### src/rtl/traffic_light_monitor.sv
// traffic_light_monitor: passive checker on the active-low lamp bus (phase order, dwell, good-cycle count).
// Optional: define TL_MON_TOL_EN to accept dwell within EXP +/- TOL (lower bound floored at 1).
module traffic_light_monitor #(
    parameter int RED_CYCLES   = 10,
    parameter int GREEN_CYCLES = 5,
    parameter int BLUE_CYCLES  = 3,
    parameter int CNT_W        = 8,
    parameter int TOL          = 1
) (
    input  logic             clock,
    input  logic             reset,
    input  logic [2:0]       light,
    input  logic             clr_err,
    output logic [1:0]       phase,
    output logic [7:0]       dwell,
    output logic             seq_err,
    output logic             dur_err,
    output logic             code_err,
    output logic             err_sticky,
    output logic             cycle_done,
    output logic [CNT_W-1:0] cycle_count
);

    localparam logic [2:0] L_RED   = 3'b101;
    localparam logic [2:0] L_GREEN = 3'b110;
    localparam logic [2:0] L_BLUE  = 3'b011;
    localparam logic [2:0] L_DARK  = 3'b111;

    typedef enum logic [1:0] {
        SYNC  = 2'd0,
        RED   = 2'd1,
        GREEN = 2'd2,
        BLUE  = 2'd3
    } phase_t;

`ifdef TL_MON_TOL_EN
    localparam int TOL_EFF = TOL;
`else
    // Exact dwell match: the tolerance window collapses to zero.
    localparam int TOL_EFF = 0 * TOL;
`endif

    function automatic logic [31:0] lo_bound(input int e);
        return (e - TOL_EFF < 1) ? 32'd1 : 32'(e - TOL_EFF);
    endfunction

    localparam logic [31:0] RED_LO   = lo_bound(RED_CYCLES);
    localparam logic [31:0] GREEN_LO = lo_bound(GREEN_CYCLES);
    localparam logic [31:0] BLUE_LO  = lo_bound(BLUE_CYCLES);
    localparam logic [31:0] RED_HI   = 32'(RED_CYCLES + TOL_EFF);
    localparam logic [31:0] GREEN_HI = 32'(GREEN_CYCLES + TOL_EFF);
    localparam logic [31:0] BLUE_HI  = 32'(BLUE_CYCLES + TOL_EFF);

    phase_t      phase_q;
    logic [2:0]  light_q;
    logic        cycle_ok;

    phase_t      code_ph;
    phase_t      succ;
    logic        ev;
    logic        illegal;
    logic        tracking;
    logic        under;
    logic        over;
    logic        bad_order;
    logic        seq_nx;
    logic        dur_nx;
    logic        code_nx;
    logic [31:0] lo_cur;
    logic [31:0] hi_cur;
    logic [31:0] dw32;

    assign phase = phase_q;

    always_comb begin
        ev       = (light != light_q);
        code_ph  = SYNC;
        lo_cur   = '0;
        hi_cur   = '0;
        succ     = RED;
        case (light)
            L_RED:   code_ph = RED;
            L_GREEN: code_ph = GREEN;
            L_BLUE:  code_ph = BLUE;
            default: code_ph = SYNC;
        endcase
        case (phase_q)
            RED:     begin lo_cur = RED_LO;   hi_cur = RED_HI;   succ = GREEN; end
            GREEN:   begin lo_cur = GREEN_LO; hi_cur = GREEN_HI; succ = BLUE;  end
            BLUE:    begin lo_cur = BLUE_LO;  hi_cur = BLUE_HI;  succ = RED;   end
            default: begin lo_cur = '0;       hi_cur = '0;       succ = RED;   end
        endcase
        // DARK is only a legal lamp state while we are still looking for RED.
        illegal   = (code_ph == SYNC) && !((light == L_DARK) && (phase_q == SYNC));
        tracking  = (phase_q != SYNC);
        dw32      = {24'd0, dwell};
        under     = (dw32 < lo_cur);
        // Fires on the step to HI+1 only; a saturated dwell can never step again.
        over      = (dw32 == hi_cur) && (dwell != 8'hFF);
        bad_order = (code_ph != succ);
        code_nx   = ev && illegal;
        dur_nx    = tracking && !code_nx && (ev ? under : over);
        seq_nx    = tracking && ev && !illegal && bad_order;
    end

    always_ff @(posedge clock or negedge reset) begin
        if (!reset) begin
            light_q     <= L_DARK;
            phase_q     <= SYNC;
            dwell       <= '0;
            seq_err     <= 1'b0;
            dur_err     <= 1'b0;
            code_err    <= 1'b0;
            err_sticky  <= 1'b0;
            cycle_done  <= 1'b0;
            cycle_count <= '0;
            cycle_ok    <= 1'b0;
        end else begin
            light_q    <= light;
            dwell      <= ev ? 8'd1 : ((dwell == 8'hFF) ? dwell : dwell + 8'd1);
            seq_err    <= seq_nx;
            dur_err    <= dur_nx;
            code_err   <= code_nx;
            cycle_done <= 1'b0;

            if (seq_nx || dur_nx || code_nx)
                err_sticky <= 1'b1;
            else if (clr_err)
                err_sticky <= 1'b0;

            if (code_nx) begin
                phase_q  <= SYNC;
                cycle_ok <= 1'b0;
            end else if (ev && (code_ph == RED)) begin
                // Every RED entry re-arms; only a clean BLUE->RED closes a cycle.
                if ((phase_q == BLUE) && cycle_ok && !dur_nx && !seq_nx) begin
                    cycle_done <= 1'b1;
                    if (cycle_count != '1)
                        cycle_count <= cycle_count + CNT_W'(1);
                end
                phase_q  <= RED;
                cycle_ok <= 1'b1;
            end else if (tracking) begin
                if (seq_nx) begin
                    phase_q  <= SYNC;
                    cycle_ok <= 1'b0;
                end else begin
                    if (ev)
                        phase_q <= code_ph;
                    if (dur_nx)
                        cycle_ok <= 1'b0;
                end
            end
        end
    end

endmodule
### config.mk
export PLATFORM = sky130hd
export DESIGN_NAME = traffic_light_monitor
export DESIGN_NICKNAME = d
export VERILOG_FILES = /design/src/rtl/traffic_light_monitor.sv
export SDC_FILE = /design/constraint.sdc
export NUM_CORES = 1
export LEC_CHECK = 0
export ABC_AREA = 1
export BUFFER_PORTS_ARGS = -buffer_cell sky130_fd_sc_hd__buf_2
export CORE_UTILIZATION = 55
export CTS_BUF_LIST = sky130_fd_sc_hd__clkbuf_8
export CTS_CLUSTER_DIAMETER = 120
export DETAILED_ROUTE_END_ITERATION = 10
export PLACE_DENSITY_LB_ADDON = 0.12
export SLEW_MARGIN = 20
export SYNTH_ARGS = -nofsm -noshare
export SYNTH_HDL_FRONTEND = slang
export SYNTH_SLANG_ARGS = --single-unit
### constraint.sdc
create_clock -name clock -period 2.6 [get_ports clock]
set_input_delay 0.52 -clock clock [delete_from_list [all_inputs] [get_ports clock]]
set_output_delay 0.52 -clock clock [all_outputs]
set_load 0.05 [all_outputs]
==> out/qor.csv, run 1 <==
stage,metric,value,unit
power,PwrDens,564,nW/um2
detailed_routing,count of TritonRoute iterations in the first routing pass,4,
synthesis,mapped cell area,1760,um2
sta,Final Max Slew Viols,0,
clocking,number of setup buffers added after CTS,0,
die,num rows,20,
sta,worst-margin pin slew,598,ps
synthesis,"Seq/Total Area, Yosys",38.6,%
synthesis,main combinational cell family by area after synthesis,simple AND/OR/NAND/NOR gates,
placement,DP HPWL,2570,um
placement,IO buf count,28,
layout,Antenna Cells,0,
layout,fin nets,271,
layout,area grow syn2layout,13.1,%
grt,initial antenna violation count,0,
sta,min cycle time layout,2280,ps
layout,fillcell total,270,
synthesis,mux cell area share after synthesis,0,%
worst_hold_path,Hold Crit Class,in -> async,
synthesis,Synth Area in XOR/XNOR,4.41,%
setup_path,most frequent CP cell,nand2_1,
sta,Fin Hold WS,234,ps
setup_path,"slowest stage delay, CP",440,ps
setup_path,kind of start point of the critical path,flip-flop,
sta,# setup viols final,0,
detailed_routing,WL per Instance,11.5,um
die,core footprint,3050,um2
detailed_routing,Iteration-0 DRC Markers,107,
placement,RePlAce Congestion,0.820,
layout,"most common cell after layout, fill and taps aside",nand2_1,
detailed_routing,met3 wire len,96,um
sta,Slew Limit Headroom,60.1,%
setup_path,CP endpoint kind,flip-flop,
clocking,clock net sink count,27,
detailed_routing,DRC,0,
power,Peak VDD IR,0.000227,V
synthesis,Synth Instances,223,
clocking,Worst-path clk slew,100,ps
layout,end-of-flow core utilization,65.2,%
sta,RSZ-0062 raised after global routing,false,
clocking,clock root buffer,clkbuf_8,
layout,final instance area,1990,um2
grt,GRT Util Overall,21.9,%
synthesis,Post-Synth Simple-Gate Area,34.9,%
clocking,Clock Latency Late Sink,280,ps
die,IO Pins,29,
sta,Fmax,438,MHz
setup_path,maximum fanout along the worst path,8,
clocking,H-tree lvl count,1,
synthesis,syn nets,240,
detailed_routing,via count,1496,
die,Die Width,58.6,um
detailed_routing,Detail Route met2 WL,1630,um
setup_path,"Critical Path, Cell by Cell","inv_1, ha_1, inv_2, o21ai_0, ha_1, nand2_1, nand2_1, nand2_1, nand2_1, nand2_1, nand2_2, inv_1, nand2_1, nand4_4, nand2_1, nand2_1",
synthesis,Adder-Cell Fraction of Synth Area,7.82,%
synthesis,post-synthesis register bit count,27,
setup_path,CP max stage cell,dfrtp_1,
grt,Overflow after GRT,0,
setup_path,FF-to-FF path depth,16,
detailed_routing,Post-DRT Antenna Nets,0,
setup_path,Critical Path RT,2780,ps
synthesis,ranking of synthesized cells by area,"dfrtp_1, nand2_1, ha_1",
synthesis,synth warn,0,
layout,"commonest cells after routing, fill and taps aside","nand2_1, inv_1, buf_2",
sta,setup_tns,0,ps
synthesis,Unique masters post-synth,30,
clocking,CTS Buf Count,3,
detailed_routing,WL met1,1680,um
flow_run,max_cap viols,0,
grt,vias in the first global route,1279,
clocking,CTS tree,yes,
outcome,status,completed,
detailed_routing,Max Used Layer,met4,
detailed_routing,Vias per Instance,5.04,
die,Initial Util,57.7,%
sta,Final period util,87.8,%
die,die area,3430,um2
synthesis,Synth Area in Compound Gates,6.61,%
die,Die Height,58.6,um
sta,Post-Route Skew,8.80,ps
power,Total Power,1.12,mW
power,Leak Pwr,1.06,nW
clocking,CTS Hold Bufs,0,
grt,largest net degree at the start of global routing,28,
synthesis,syn avg cell area,7.89,um2
setup_path,"Arr. time, crit path",2460,ps
layout,share of cells above drive strength 1,21.3,%
detailed_routing,Total Wirelength,3430,um
synthesis,share of the synthesized area in the top cell type,34.1,%
clocking,Max Buffers Root-to-Sink,2,
placement,DP Area,1940,um2
setup_path,critical path class,reg -> reg,
synthesis,dominant cell type by area after synthesis,dfrtp_1,
sta,final hold vios,0,
grt,first-pass GRT wire length,5660,um
path summary, 6_finish.rpt:
| check | startpoint | endpoint | slack, ps |
|---|---|---|---|
| worst max-delay path | phase[0] | cycle_count[3] | 320 |
| min in group clock | light[2] | light_q[2] | 390 |
| worst max register to register | phase[0] | cycle_count[3] | 320 |
| max in group asynchronous | reset | phase[1] | 1940 |
| worst min-delay path | reset | dwell[6] | 230 |
| worst min register to register | cycle_ok | cycle_ok | 550 |
Yosys cell counts, drive strengths merged:
cell type / number
nand2: 67
inv: 32
nor2: 26
dfrtp: 24
nand4: 14
o21ai: 13
nand3: 12
ha: 11
xnor2: 4
xor2: 4
a21oi: 3
dfstp: 3
buf: 2
nor4: 2
a31oi: 1
nor3: 1
o211a: 1
o211ai: 1
o31ai: 1
or2: 1
cells by family after synthesis:
| family | count (synthesis) |
|---|---|
| AND/OR/NAND/NOR | 123 |
| XOR/XNOR | 8 |
| buffers and inverters | 34 |
| adder cells (fa/ha/maj) | 11 |
| flip-flops | 27 |
| AO/OA/AOI/OAI | 20 |
critical path: cells and delay by family (launching register included):
kind | cells | cell delay [ps]
simple gates | 10 | 790
compound gates | 1 | 120
fa+ha+maj | 2 | 570
buf+inv | 3 | 270
flops | 1 | 440
report_power, final:
part / total (mW) / internal [mW] / switching, mW
sequential: 0.474 / 0.449 / 0.0244
clock: 0.253 / 0.109 / 0.144
combinational: 0.396 / 0.114 / 0.282
per-stage QoR:
step	std cells	setup slack, ps
2_1_floorplan	223	144
3_3_place_gp	293	319
3_5_place_dp	293	261
4_1_cts	297	181
5_1_grt	297	58.4
6_report	297	317
routing by layer:
| layer | global-route usage (%) | vias to the layer above |
|---|---|---|
| li1 | - | 787 |
| met1 | 30.4 | 677 |
| met2 | 36.0 | 28 |
| met3 | 1.98 | 4 |
| met4 | 7.48 | 0 |
| met5 | 0 | - |
what timing repair did:
action                     CTS  global route
setup endpoints to repair    0             9
resized for setup            0             2
hold endpoints to repair     0             0
area by class of cell:
cell class / instances / area [um2] / area share, %
Timing Repair Buffer: 28 / 140 / 7.04
Clock buffer: 3 / 41.3 / 2.07
Clock inverter: 1 / 7.51 / 0.377
Inverter: 32 / 120 / 6.03
Tap cell: 44 / 55.1 / 2.77
Multi-Input combinational cell: 162 / 946 / 47.5
Sequential cell: 27 / 681 / 34.2
registers in the layout, indices dropped and copies added (netlist names):
signal / count
seq_err: 1
light_q: 3
phase: 2
dur_err: 1
err_sticky: 1
cycle_done: 1
cycle_count: 8
code_err: 1
cycle_ok: 1
dwell: 8
Note: power is estimated with default switching activity, not from simulation.
==> run 2: changes to the inputs <==
ABC_AREA = unset   (was 1)
PLACE_DENSITY = 0.88   (was unset)
PLACE_DENSITY_LB_ADDON = unset   (was 0.12)
==> run 2 against run 1 <==
Count of clock-buffer cells in the layout stayed put. Routed wire length is 0.73% lower. Non-clock buffer count is 6 higher. Clock power hardly changed. Clock skew is 6.9 ps lower.
==> out/qor.csv, run 2 <==
stage,metric,value,unit,change
outcome,status,completed,,
sta,Fmax,392,MHz,-10%
power,PwrDens,611,nW/um2,+8.3%
sta,Slew Limit Headroom,62.7,%,+2.6 points
synthesis,most frequent cells after synthesis,"dfrtp_1, ha_1, xnor2_1, nand4_1, nor2_1",,
layout,share of cells above drive strength 1,29.1,%,+7.8 points
sta,Post-Route Skew,1.93,ps,-6.87 ps
synthesis,ranking of synthesized cells by area,"dfrtp_1, ha_1, xnor2_1",,
die,Die Width,55.1,um,-5.9%
layout,Antenna Cells,0,,unchanged
synthesis,"EDFF count, synth",0,,unchanged
setup_path,CP endpoint kind,flip-flop,,
placement,dpl cells,196,,-33%
clocking,clock root buffer,clkbuf_8,,
layout,"commonest cells after routing, fill and taps aside","buf_2, dfrtp_1, xnor2_1",,
synthesis,syn avg cell area,11.0,um2,+39%
sta,worst setup margin,50.1,ps,-267 ps
detailed_routing,Total Wirelength,3400,um,-0.73%
setup_path,maximum fanout along the worst path,8,,unchanged
setup_path,Crit Reg-Reg Startpoint,phase[1],,
sta,final hold vios,0,,unchanged
die,die area,3030,um2,-12%
power,Total Power,1.10,mW,-1.7%
layout,largest registers,"cycle_count: 8 flops, dwell: 8 flops, light_q: 3 flops",,
grt,Overflow after GRT,0,,unchanged
setup_path,Critical Path RT,2770,ps,about the same
sta,Final period util,98.1,%,+10 points
setup_path,kind of start point of the critical path,flip-flop,,
setup_path,CP max stage cell,dfrtp_2,,
setup_path,"Arr. time, crit path",2720,ps,+260 ps
clocking,CTS tree,yes,,
die,core footprint,2570,um2,-16%
flow_run,max_cap viols,0,,unchanged
clocking,H-tree lvl count,1,,unchanged
die,Die Height,55.1,um,-5.9%
sta,Fin Hold WS,218,ps,-15.5 ps
die,num rows,18,,-10%
clocking,Max Buffers Root-to-Sink,2,,unchanged
power,Leak Pwr,0.894,nW,-15%
detailed_routing,Iteration-0 DRC Markers,33,,-69%
layout,fin nets,193,,-29%
grt,initial antenna violation count,0,,unchanged
synthesis,most used flip-flop cell after synthesis,dfrtp_1,,
layout,area grow syn2layout,16.5,%,
synthesis,share of the synthesized area in the top cell type,38.7,%,+4.6 points
detailed_routing,Vias per Instance,6.03,,+20%
synthesis,mapped cell area,1550,um2,-12%
detailed_routing,Post-DRT Antenna Nets,0,,unchanged
sta,Final Max Slew Viols,0,,unchanged
sta,# setup viols final,0,,unchanged
synthesis,Unique masters post-synth,43,,+43%
setup_path,CP startpoint,phase[1],,
layout,final instance area,1810,um2,-9.3%
grt,largest net degree at the start of global routing,28,,unchanged
synthesis,synth warn,0,,unchanged
clocking,Worst-path clk slew,100,ps,about the same
setup_path,R2R Path End,cycle_count[1],,
setup_path,"Critical Path, Cell by Cell","inv_1, ha_2, and4b_1, o31a_1, a2111oi_4, buf_4, a211oi_4, buf_6, mux2_4",,
synthesis,"count leader, synth",dfrtp_1,,
clocking,clock net sink count,27,,unchanged
detailed_routing,via count,1236,,-17%
placement,dpl ws,-21.1,ps,-282 ps
placement,RePlAce Congestion,0.795,,-3.1%
setup_path,critical path class,reg -> reg,,
layout,Reg area,682,um2,+0.18%
worst_hold_path,Hold Crit Class,in -> async,,
power,Peak VDD IR,0.000475,V,+110%
setup_path,Buf/Inv on CP,3,,unchanged
setup_path,Worst path top cell family by delay,compound AO/OA/AOI/OAI gates,,
die,IO Pins,29,,unchanged
detailed_routing,WL per Instance,16.6,um,+44%
layout,area of the multi-input gates,821,um2,-13%
synthesis,asr flop ratio synth,100,%,unchanged
detailed_routing,count of TritonRoute iterations in the first routing pass,4,,unchanged
grt,vias in the first global route,1134,,-11%
synthesis,syn nets,158,,-34%
synthesis,Synth Instances,141,,-37%
synthesis,post-synthesis register bit count,27,,unchanged
die,Initial Util,60.4,%,+2.7 points
grt,first-pass GRT wire length,5000,um,-12%
detailed_routing,DRC,0,,unchanged
layout,fillcell total,180,,-33%
setup_path,R2R Setup Slk,50,ps,-270 ps
setup_path,FF-to-FF path depth,9,,-7
clocking,Clock Latency Late Sink,280,ps,about the same
placement,DP HPWL,2260,um,-12%
setup_path,"slowest stage delay, CP",430,ps,about the same
sta,setup_tns,0,ps,unchanged
placement,DP Area,1700,um2,-13%
clocking,CTS Buf Count,3,,unchanged
sta,worst-margin pin slew,560,ps,-38.5 ps
layout,"most common cell after layout, fill and taps aside",buf_2,,
grt,GRT Util Overall,23.8,%,+2.0 points
layout,"Cell Count, Final, Fillers Out",205,,-31%
synthesis,dominant cell type by area after synthesis,dfrtp_1,,
synthesis,"Seq/Total Area, Yosys",43.8,%,+5.2 points
placement,IO buf count,28,,unchanged
sta,min cycle time layout,2550,ps,+267 ps
layout,end-of-flow core utilization,70.3,%,+5.1 points
run 2: changes by cell type after synthesis, sizes merged, moves of 7 or more:
cell / before / now
o21ai: 13 / 3
nand2: 67 / 6
inv: 32 / 7
nand3: 12 / 4
and3: 0 / 7
nor2: 26 / 8
run 2: kinds of logic after synthesis:
kind of cell / synth area share (%)
buffers and inverters: 4.36
adder cells (fa/ha/maj): 9.60
AND/OR/NAND/NOR: 21.8
AO/OA/AOI/OAI: 10.3
multiplexers: 2.26
flip-flops: 43.8
XOR/XNOR: 7.91
run 2: layout make-up:
type | count | area share [%]
Timing Repair Buffer | 34 | 10.5
Clock buffer | 3 | 2.29
Clock inverter | 1 | 0.485
Tap cell | 30 | 2.08
Multi-Input combinational cell | 103 | 45.5
Inverter | 7 | 1.46
Sequential cell | 27 | 37.8
run 2: routing by layer:
metal / global-route usage [%] / vias to the layer above / part of all wire, %
met4: 10.4 / 0 / 2.3
met5: 0 / - / 0
met2: 42.0 / 42 / 49
li1: - / 578 / -
met1: 28.9 / 607 / 44
met3: 3.01 / 9 / 4.2
run 2: power breakdown:
part | total (mW) | switching [mW] | internal [mW]
combinational | 0.372 | 0.243 | 0.129
sequential | 0.478 | 0.0268 | 0.451
clock | 0.254 | 0.142 | 0.113
total | 1.10 | 0.411 | 0.692
run 2: how the worst max path moves through the flow:
stage          cells after the start              to
2_1_floorplan                     10  cycle_count[3]
3_3_place_gp                       9  cycle_count[1]
3_5_place_dp                      10  cycle_count[5]
4_1_cts                           10  cycle_count[1]
5_1_grt                            9  cycle_count[1]
6_report                           9  cycle_count[1]
run 2: timing repair:
item,in CTS,in global routing
hold buffers,0,0
resized for setup,0,5
setup endpoints to repair,7,8
gates cloned,0,0
pin swaps,1,3
setup buffers,2,3
